--- config.mk ---
export PLATFORM = sky130hd
export DESIGN_NAME = rotor_stage
export DESIGN_NICKNAME = d
export VERILOG_FILES = /design/src/rtl/enigma_pkg.sv /design/src/rtl/rotor_perm.sv /design/src/rtl/rotor_stage.sv
export SDC_FILE = /design/constraint.sdc
export NUM_CORES = 1
export LEC_CHECK = 0
export ABC_CLOCK_PERIOD_IN_PS = 8300
export BUFFER_PORTS_ARGS = -buffer_cell sky130_fd_sc_hd__buf_2
export CORE_UTILIZATION = 52
export CTS_CLUSTER_DIAMETER = 120
export DETAILED_ROUTE_END_ITERATION = 16
export GPL_ROUTABILITY_DRIVEN = 0
export PLACE_DENSITY = 0.86
export SKIP_CTS_REPAIR_TIMING = 1
export SLEW_MARGIN = 40
export SYNTH_ARGS = -nofsm -noshare
export SYNTH_HDL_FRONTEND = slang
export SYNTH_SLANG_ARGS = --single-unit
--- constraint.sdc ---
create_clock -name CLK -period 8.3 [get_ports CLK]
set_clock_uncertainty 0.15 [all_clocks]
set_input_delay 0.415 -clock CLK [delete_from_list [all_inputs] [get_ports CLK]]
set_output_delay 0.415 -clock CLK [all_outputs]
set_load 0.02 [all_outputs]
--- src/rtl/enigma_pkg.sv ---
// enigma_pkg: rotor wiring/notch tables and letter helpers shared by the rotor datapath.
package enigma_pkg;

    typedef enum logic [2:0] {ROTOR_I, ROTOR_II, ROTOR_III, ROTOR_IV, ROTOR_V} rotor_e;

    localparam int LETTERS = 26;

    typedef logic [4:0] letter_t;

    localparam int WIRING [5][LETTERS] = '{
        '{4, 10, 12, 5, 11, 6, 3, 16, 21, 25, 13, 19, 14, 22, 24, 7, 23, 20, 18, 15, 0, 8, 1, 17, 2, 9},
        '{0, 9, 3, 10, 18, 8, 17, 20, 23, 1, 11, 7, 22, 19, 12, 2, 16, 6, 25, 13, 15, 24, 5, 21, 14, 4},
        '{1, 3, 5, 7, 9, 11, 2, 15, 17, 19, 23, 21, 25, 13, 24, 4, 8, 22, 6, 0, 10, 12, 20, 18, 16, 14},
        '{4, 18, 14, 21, 15, 25, 9, 0, 24, 16, 20, 8, 17, 7, 23, 11, 13, 5, 19, 6, 10, 3, 2, 12, 22, 1},
        '{21, 25, 1, 17, 6, 8, 19, 24, 20, 15, 18, 3, 13, 7, 11, 23, 0, 22, 12, 9, 16, 14, 5, 4, 2, 10}
    };

    localparam int WIRING_INV [5][LETTERS] = '{
        '{20, 22, 24, 6, 0, 3, 5, 15, 21, 25, 1, 4, 2, 10, 12, 19, 7, 23, 18, 11, 17, 8, 13, 16, 14, 9},
        '{0, 9, 15, 2, 25, 22, 17, 11, 5, 1, 3, 10, 14, 19, 24, 20, 16, 6, 4, 13, 7, 23, 12, 8, 21, 18},
        '{19, 0, 6, 1, 15, 2, 18, 3, 16, 4, 20, 5, 21, 13, 25, 7, 24, 8, 23, 9, 22, 11, 17, 10, 14, 12},
        '{7, 25, 22, 21, 0, 17, 19, 13, 11, 6, 20, 15, 23, 16, 2, 4, 9, 12, 1, 18, 10, 3, 24, 14, 8, 5},
        '{16, 2, 24, 11, 23, 22, 4, 13, 5, 19, 25, 14, 18, 12, 21, 9, 20, 3, 10, 6, 8, 0, 17, 15, 7, 1}
    };

    localparam int NOTCH [5] = '{16, 4, 21, 9, 25};

    function automatic letter_t onehot_to_idx(input logic [LETTERS-1:0] v);
        letter_t r = '0;
        for (int i = 0; i < LETTERS; i++)
            if (v[i]) r = letter_t'(i);
        return r;
    endfunction

    function automatic logic [LETTERS-1:0] idx_to_onehot(input letter_t i);
        return (i < 5'd26) ? (26'd1 << i) : '0;
    endfunction

    function automatic letter_t mod26_add(input letter_t a, input letter_t b);
        logic [5:0] s;
        s = {1'b0, a} + {1'b0, b};
        return letter_t'((s >= 6'd26) ? s - 6'd26 : s);
    endfunction

endpackage

--- src/rtl/rotor_perm.sv ---
// rotor_perm: combinational one-hot letter permutation through a rotor at a given offset.
module rotor_perm
    import enigma_pkg::*;
#(
    parameter rotor_e ROTOR_SEL = ROTOR_I
) (
    input  logic          inv,
    input  letter_t       off,
    input  logic [25:0]   din,
    output logic [25:0]   dout
);

    letter_t t;
    letter_t w;
    letter_t back;

    always_comb begin
        t    = mod26_add(onehot_to_idx(din), off);
        w    = inv ? letter_t'(WIRING_INV[ROTOR_SEL][t]) : letter_t'(WIRING[ROTOR_SEL][t]);
        back = mod26_add(w, (off == '0) ? '0 : letter_t'(5'd26 - off));
        dout = $onehot(din) ? idx_to_onehot(back) : '0;
    end

endmodule

--- src/rtl/rotor_stage.sv ---
// rotor_stage: one stepping Enigma rotor with registered forward and reverse letter paths.
module rotor_stage
    import enigma_pkg::*;
#(
    parameter rotor_e ROTOR_SEL = ROTOR_I
) (
    input  logic        CLK,
    input  logic        RST,
    input  logic        LOAD,
    input  logic [4:0]  POS_IN,
    input  logic [4:0]  RING_IN,
    input  logic        STEP_IN,
    output logic        STEP_OUT,
    output logic [4:0]  POS_OUT,
    input  logic        FWD_VALID_IN,
    input  logic [25:0] FWD_IN,
    output logic        FWD_VALID_OUT,
    output logic [25:0] FWD_OUT,
    input  logic        REV_VALID_IN,
    input  logic [25:0] REV_IN,
    output logic        REV_VALID_OUT,
    output logic [25:0] REV_OUT,
    output logic        ERR
);

    letter_t     pos;
    letter_t     ring;
    letter_t     pos_nxt;
    letter_t     ring_nxt;
    letter_t     off;
    logic [5:0]  diff;
    logic        err_set;
    logic [25:0] fwd_perm;
    logic [25:0] rev_perm;

    // Letters are encoded against the position the rotor holds after this cycle's load/step.
    always_comb begin
        pos_nxt  = LOAD ? ((POS_IN > 5'd25) ? '0 : POS_IN)
                 : STEP_IN ? ((pos == 5'd25) ? '0 : pos + 5'd1) : pos;
        ring_nxt = LOAD ? ((RING_IN > 5'd25) ? '0 : RING_IN) : ring;
        diff     = {1'b0, pos_nxt} - {1'b0, ring_nxt};
        off      = letter_t'(diff[5] ? diff + 6'd26 : diff);
        err_set  = (LOAD & ((POS_IN > 5'd25) | (RING_IN > 5'd25)))
                 | (FWD_VALID_IN & ~$onehot(FWD_IN))
                 | (REV_VALID_IN & ~$onehot(REV_IN));
    end

    assign STEP_OUT = STEP_IN & ~LOAD & (pos == letter_t'(NOTCH[ROTOR_SEL]));
    assign POS_OUT  = pos;

    rotor_perm #(.ROTOR_SEL(ROTOR_SEL)) u_fwd (
        .inv  (1'b0),
        .off  (off),
        .din  (FWD_IN),
        .dout (fwd_perm)
    );

    rotor_perm #(.ROTOR_SEL(ROTOR_SEL)) u_rev (
        .inv  (1'b1),
        .off  (off),
        .din  (REV_IN),
        .dout (rev_perm)
    );

    always_ff @(posedge CLK or posedge RST) begin
        if (RST) begin
            pos           <= '0;
            ring          <= '0;
            FWD_VALID_OUT <= 1'b0;
            FWD_OUT       <= '0;
            REV_VALID_OUT <= 1'b0;
            REV_OUT       <= '0;
            ERR           <= 1'b0;
        end else begin
            pos           <= pos_nxt;
            ring          <= ring_nxt;
            FWD_VALID_OUT <= FWD_VALID_IN;
            FWD_OUT       <= FWD_VALID_IN ? fwd_perm : '0;
            REV_VALID_OUT <= REV_VALID_IN;
            REV_OUT       <= REV_VALID_IN ? rev_perm : '0;
            ERR           <= ERR | err_set;
        end
    end

endmodule
# --- After elaboration in Yosys (flattened, before gate mapping) ---
# Memory sizes are Yosys's and may differ from the RTL's.
# Index checks and enable logic that the tools add are counted.
totals:
  ff_bits: 65
  romBits: 2048
  input_bits: 68
  out_inout_bits: 61
  elab_cells: 174
  n_memories: 2
op_classes:
  add_sub_neg: 62
  magnitude_cmp: 10
  n_eq_ne: 4
  n_shift: 2
  n_mux: 72
  n_bitwise: 14
  reduce_logical: 1
mem_list:
  columns: ["name", "depth", "word_bits", "rd", "rd_clocked_by_memory_dff", "wr", "line", "source"]
  rows:
  - ["(no name shown)", 32, 32, 1, 0, 0, "rotor_perm.sv:19", "w = inv ? letter_t'(WIRING_INV[ROTOR_SEL][t]) : letter_t'(WIRING[ROTOR_SEL][t]);"]
  - ["(no name shown)", 32, 32, 1, 0, 0, "rotor_perm.sv:19", null]
op_table:
  columns: ["cell", "n"]
  rows:
  - ["5-bit 2-to-1 mux", 36]
  - ["26-bit 2-to-1 mux", 6]
  - ["5-bit adder", 24]
  - ["4-bit 2-to-1 mux", 16]
  - ["1-bit by 1-bit adder with 2-bit output", 26]
  - ["1-bit by 5-bit << shifter with 26-bit output, first input constant", 2]
  - ["5-bit by 5-bit adder with 6-bit output", 4]
  - ["6-bit by 5-bit >= comparator with 1-bit output, second input constant", 4]
  - ["3-bit 2-to-1 mux", 8]
  - ["5-bit subtractor, second input constant", 4]
  - ["6-bit >= comparator, second input constant", 2]
  - ["5-bit inverter with 6-bit output", 2]
  - ["5-bit by 1-bit equality test with 1-bit output, second input constant", 2]
  - ["5-bit equality test, second input constant", 2]
  - ["5-bit > comparator, second input constant", 2]
  - ["5-bit < comparator, second input constant", 2]
  - ["2-bit 2-to-1 mux", 4]
  - ["5-bit by 5-bit subtractor with 6-bit output", 1]
  - ["5-bit by 1-bit adder with 5-bit output, second input constant", 1]
  - ["5-bit adder, second input constant", 1]
  - ["1-bit bitwise AND", 5]
  - ["5-bit zero test", 1]
  - ["5-bit subtractor, first input constant", 1]
  - ["1-bit bitwise OR", 4]
  - ["other kinds (2)", 5]

# --- Depth between registers and ports, before layout ---
logic_depth:
  depth_word: 39
  mapped_depth: 35
  ltp_nobuf: 35

# --- Hierarchy ---
# A second synthesis with hierarchy kept.
unflattened:
  hier_cells: 1046
  area_unflattened_um2: 8943.6
by_module_without_submodules:
  columns: ["module", "n_inst", "cells_each", "area_each_um2", "seq_area_each_um2"]
  rows:
  - ["rotor_stage", 1, 348, 3891.2, 1626.6]
  - ["rotor_perm at u_fwd", 1, 363, 2602.5, 0.0]
  - ["rotor_perm at u_rev", 1, 335, 2449.8, 0.0]

# --- Worst setup path after synthesis ---
# Ideal clock, no wire load.
synth_timing:
  kind: "input -> register"
  from: "input LOAD"
  to: "register REV_OUT[10]"
  setup_time_ns: 0.072
  arrival_ns: 7.645
  t_required_ns: 8.078
  slack_ns: 0.433
  cell_stages: 32
  path_buffers: 2
  path_cell_list: "clkbuf_1 > buf_1 > nand3_1 > o21ai_0 > ha_1 > inv_1 > fa_1 > xor2_1 > ha_1 > or4b_2 > nand3_1 > ha_1 > or2_1 > a21oi_1 > a211oi_4 > a21boi_4 > xor2_1 > ha_1 > inv_1 > o21ai_1 > o21ai_0 > o22a_1 > mux4_2 > ha_1 > xor2_1 > inv_1 > ha_1 > nor3_1 > a221oi_1 > or3_1 > a211o_1 > nor2_1"
synth_between:
  elab_chain_len: 18
  elab_cells_between_ends: 25
  classes_between: "7 x add/sub; 3 x order compare; 1 x shift; 11 x mux; 1 x bitwise; 1 x reduce/logical; 1 x memory"
synth_lines:
  columns: ["item", "line", "source"]
  rows:
  - ["start: declaration", "rotor_stage.sv:9", "input logic LOAD,"]
  - ["5-bit 2-to-1 mux (*)", "rotor_stage.sv:40", "ring_nxt = LOAD ? ((RING_IN > 5'd25) ? '0 : RING_IN) : ring;"]
  - ["net ring_nxt[0]", "rotor_stage.sv:29", "letter_t ring_nxt;"]
  - ["5-bit by 5-bit subtractor with 6-bit output (*)", "rotor_stage.sv:41", "diff = {1'b0, pos_nxt} - {1'b0, ring_nxt};"]
  - ["5-bit adder", "rotor_stage.sv:42", "off = letter_t'(diff[5] ? diff + 6'd26 : diff);"]
  - ["5-bit 2-to-1 mux (*)", "rotor_stage.sv:42", null]
  - ["5-bit by 5-bit adder with 6-bit output", "enigma_pkg.sv:41", "s = {1'b0, a} + {1'b0, b};"]
  - ["5-bit subtractor or 6-bit by 5-bit >= comparator with 1-bit output (tied branches)", "enigma_pkg.sv:42", "return letter_t'((s >= 6'd26) ? s - 6'd26 : s);"]
  - ["5-bit 2-to-1 mux", "enigma_pkg.sv:42", null]
  - ["[2 not listed]", null, null]
  - ["5-bit 2-to-1 mux (not written as such) (2 in series)", "rotor_perm.sv:19", null]
  - ["5-bit by 5-bit adder with 6-bit output (*)", "enigma_pkg.sv:41", null]
  - ["5-bit subtractor or 6-bit by 5-bit >= comparator with 1-bit output (tied branches)", "enigma_pkg.sv:42", null]
  - ["5-bit 2-to-1 mux (*)", "enigma_pkg.sv:42", null]
  - ["5-bit < comparator or 1-bit by 5-bit << shifter with 26-bit output (tied branches)", "enigma_pkg.sv:36", "return (i < 5'd26) ? (26'd1 << i) : '0;"]
  - ["26-bit 2-to-1 mux (*)", "enigma_pkg.sv:36", null]
  - ["26-bit 2-to-1 mux (*)", "rotor_perm.sv:21", "dout = $onehot(din) ? idx_to_onehot(back) : '0;"]
  - ["26-bit 2-to-1 mux (*)", "rotor_stage.sv:80", "REV_OUT <= REV_VALID_IN ? rev_perm : '0;"]
  - ["end signal: assignment", "rotor_stage.sv:80", null]
  - ["end: declaration", "rotor_stage.sv:22", "output logic [25:0] REV_OUT,"]
# The timed path passes the listed nets; every way through them passes the cells marked *. The select of a mux whose other input is x is not followed.

# --- Worst setup path in the final report ---
layout_timing:
  from: "register pos[1], in the netlist POS_OUT[1]"
  to: "register FWD_OUT[18]"
layout_between:
  elab_chain_len: 21
  elab_cells_between_ends: 28
  classes_between: "8 x add/sub; 3 x order compare; 1 x eq/ne; 1 x shift; 12 x mux; 1 x bitwise; 1 x reduce/logical; 1 x memory"
layout_lines:
  columns: ["item", "line", "source"]
  rows:
  - ["start: declaration", "rotor_stage.sv:26", "letter_t pos;"]
  - ["start signal: assignment", "rotor_stage.sv:75", "pos <= pos_nxt;"]
  - ["5-bit by 1-bit adder with 5-bit output or 5-bit equality test (tied branches)", "rotor_stage.sv:39", ": STEP_IN ? ((pos == 5'd25) ? '0 : pos + 5'd1) : pos;"]
  - ["5-bit 2-to-1 mux", "rotor_stage.sv:39", null]
  - ["5-bit 2-to-1 mux (*)", "rotor_stage.sv:39", null]
  - ["5-bit 2-to-1 mux (*)", "rotor_stage.sv:38", "pos_nxt = LOAD ? ((POS_IN > 5'd25) ? '0 : POS_IN)"]
  - ["5-bit by 5-bit subtractor with 6-bit output (*)", "rotor_stage.sv:41", null]
  - ["5-bit adder", "rotor_stage.sv:42", null]
  - ["5-bit 2-to-1 mux (*)", "rotor_stage.sv:42", null]
  - ["5-bit by 5-bit adder with 6-bit output", "enigma_pkg.sv:41", null]
  - ["[4 not listed]", null, null]
  - ["5-bit 2-to-1 mux (not written as such) (2 in series)", "rotor_perm.sv:19", null]
  - ["5-bit by 5-bit adder with 6-bit output (*)", "enigma_pkg.sv:41", null]
  - ["5-bit subtractor or 6-bit by 5-bit >= comparator with 1-bit output (tied branches)", "enigma_pkg.sv:42", null]
  - ["5-bit 2-to-1 mux (*)", "enigma_pkg.sv:42", null]
  - ["5-bit < comparator or 1-bit by 5-bit << shifter with 26-bit output (tied branches)", "enigma_pkg.sv:36", null]
  - ["26-bit 2-to-1 mux (*)", "enigma_pkg.sv:36", null]
  - ["26-bit 2-to-1 mux (*)", "rotor_perm.sv:21", null]
  - ["26-bit 2-to-1 mux (*)", "rotor_stage.sv:78", "FWD_OUT <= FWD_VALID_IN ? fwd_perm : '0;"]
  - ["end signal: assignment", "rotor_stage.sv:78", null]
  - ["end: declaration", "rotor_stage.sv:18", "output logic [25:0] FWD_OUT,"]
# Mark *: on every way between the ends. The rest lies on a longest branch, timed or not. The select of a mux whose other input is x is not followed.

==> out/qor.csv <==
metric,value,unit
status,completed,
crit path buf inv count,3,
I/O Buffers,128,
Ports,129,
placed insts,1113,
Via Count,6363,
Total GRT Usage,23.0,%
top layer in use,met4,
final worst path period need,7980,ps
number of global-route vias before repair,6198,
register area share after synthesis,22.9,%
"EDFF count, synth",0,
Highest Clock Rate,125,MHz
clock net sink count,65,
post-DR wirelength/cell,14.0,um
reg-to-reg endpoint,FWD_OUT[18]$_DFF_PP0_,
share of flip-flops with an asynchronous set or reset,100,%
DR pass1 iterations,5,
metal3 WL,760,um
DRC violation count after routing,0,
crit path capture type,flop,
synth warn,0,
most frequent cells in the layout,"inv_1 (128), buf_2 (128), nor2_1 (93)",
final hold viol count,0,
worst hold path type,in2async,
CTS tree,built,
"FF+latch count, synth",65,
Die X,119,um
Setup Slack @ Placement,-45.0,ps
Slew HR,52.2,%
GRT overflow,0,
DP Wirelength,12.7,mm
Vias/cell,5.57,
area grow syn2layout,20.8,%
"Primary FF master, synth",dfrtp_1,
Vert. Die Dim,119,um
fin. max-slew vios,0,
CTS Buf Count,9,
syn nets,1015,
Post-Layout Cell Count,1142,
Iter 0 DRT Violations,307,
fin util,64.6,%
slowest CP cell,or4b_2,
Synth Instances,809,
largest stage delay on the critical path,600,ps
synth unique cells,73,
M1 WL,6.78,mm
CORE AREA,0.0133,mm2
global-route wire length before repair,26.8,mm
crit-path most repeated cell,ha_1,
worst endpoint required time,8390,ps
r2r worst-path depth,32,
Synth Cell Area,0.00711,mm2
n_diodes,0,
H-tree Lvls,3,
net count reported at finish,1167,
Startpoint Class,flop,
clk root buf,clkbuf_16,
layout cells sized above 1,22.3,%
setup violators final,0,
Initial Util,53.4,%
max_cap viols,0,
syn_area_per_cell,8.78,um2
Total Wirelength,15.9,mm
Worst Setup Path Type,reg2reg,
reg-to-reg startpoint,POS_OUT[1]$_DFF_PP0_,
met2 WL,7.94,mm
CTS Buffer Depth,2,
Slew @ Worst Pin,713,ps
CP max FO,5,
maximum number of pins on one net before global-route repair,66,
final worst slack,325,ps
Clock Latency Late Sink,330,ps
Std-Cell Rows,42,
Routed Antenna Nets,0,
clock slew at reported path FFs,60,ps
antenna violations before repair,0,
CP arrival,8070,ps
Die ar.,0.0141,mm2
Top Family by Delay on Critical Path,adder cells,
Hold WS,63.4,ps
final worst-path cycle share,96.1,%
"reg-to-reg slack, setup",320,ps
==> sequential cells by signal (all words and copies together), names as in the netlist <==
| register | cells |
|---|---|
| REV_VALID_OUT | 1 |
| ring | 5 |
| FWD_VALID_OUT | 1 |
| FWD_OUT | 26 |
| REV_OUT | 26 |
| POS_OUT | 5 |
| ERR | 1 |
==> stage by stage <==
| step | cell area, um2 | TNS, ps |
|---|---|---|
| floorplan | 7110 | 0 |
| global placement | 8000 | 0 |
| detailed placement | 8000 | -305 |
| CTS | 8330 | -622 |
| global route | 8580 | -772 |
| finish | 8580 | 0 |
==> area by class of cell <==
cell class / instances / area, um2
clock inverter: 6 / 90.1
timing repair buffer: 152 / 825
sequential: 65 / 1630
multi-input combinational: 603 / 5090
inverter: 130 / 488
fill: 1038 / 4710
tap: 176 / 220
clock buffer: 10 / 239
==> layer usage <==
layer / GRT usage [%] / vias to the layer above
met2: 41.2 / 217
met4: 9.26 / 0
met5: 0 / -
met1: 28.2 / 3042
li1: - / 3059
met3: 2.30 / 45
==> kinds of logic (layout without fill, tap and decap cells) <==
family          count (synthesis)  after routing  synth area share (%)
flops                          65             65                  22.9
xor+xnor                       38             38                  4.90
mux                            15             15                  2.45
compound gates                180            180                  17.6
fa+ha+maj                     138            138                  29.3
buf+inv                       141            298                  7.52
simple gates                  232            232                  15.4
==> worst max path at each step <==
stage / slack [ps] / to / cells after the start / from
2_1_floorplan: 430 / REV_OUT[10]$_DFF_PP0_ / 32 / LOAD
3_3_place_gp: 310 / REV_OUT[11]$_DFF_PP0_ / 32 / POS_OUT[1]$_DFF_PP0_
3_5_place_dp: -50 / FWD_OUT[11]$_DFF_PP0_ / 33 / POS_OUT[1]$_DFF_PP0_
4_1_cts: -70 / REV_OUT[11]$_DFF_PP0_ / 32 / POS_OUT[1]$_DFF_PP0_
5_1_grt: -100 / FWD_OUT[11]$_DFF_PP0_ / 33 / POS_OUT[0]$_DFF_PP0_
6_report: 320 / FWD_OUT[18]$_DFF_PP0_ / 32 / POS_OUT[1]$_DFF_PP0_
==> Yosys cell counts (17+ instances only) <==
| cell | count | area (um2) |
|---|---|---|
| a21oi_1 | 42 | 210 |
| dfrtp_1 | 65 | 1630 |
| fa_1 | 47 | 941 |
| ha_1 | 91 | 1140 |
| inv_1 | 129 | 484 |
| nand2_1 | 47 | 176 |
| nand3_1 | 17 | 85.1 |
| nor2_1 | 93 | 349 |
| o21a_1 | 19 | 143 |
| o21ai_0 | 35 | 175 |
| xnor2_1 | 19 | 166 |
| xor2_1 | 17 | 149 |
==> worst min-delay path, cell delays in order <==
cell,delay (ps)
buf_2,100
inv_2,40
buf_6,440
Power is left out: the tool's default activity adds up to more than one toggle a clock period on the data nets, which glitch-free logic cannot reach.
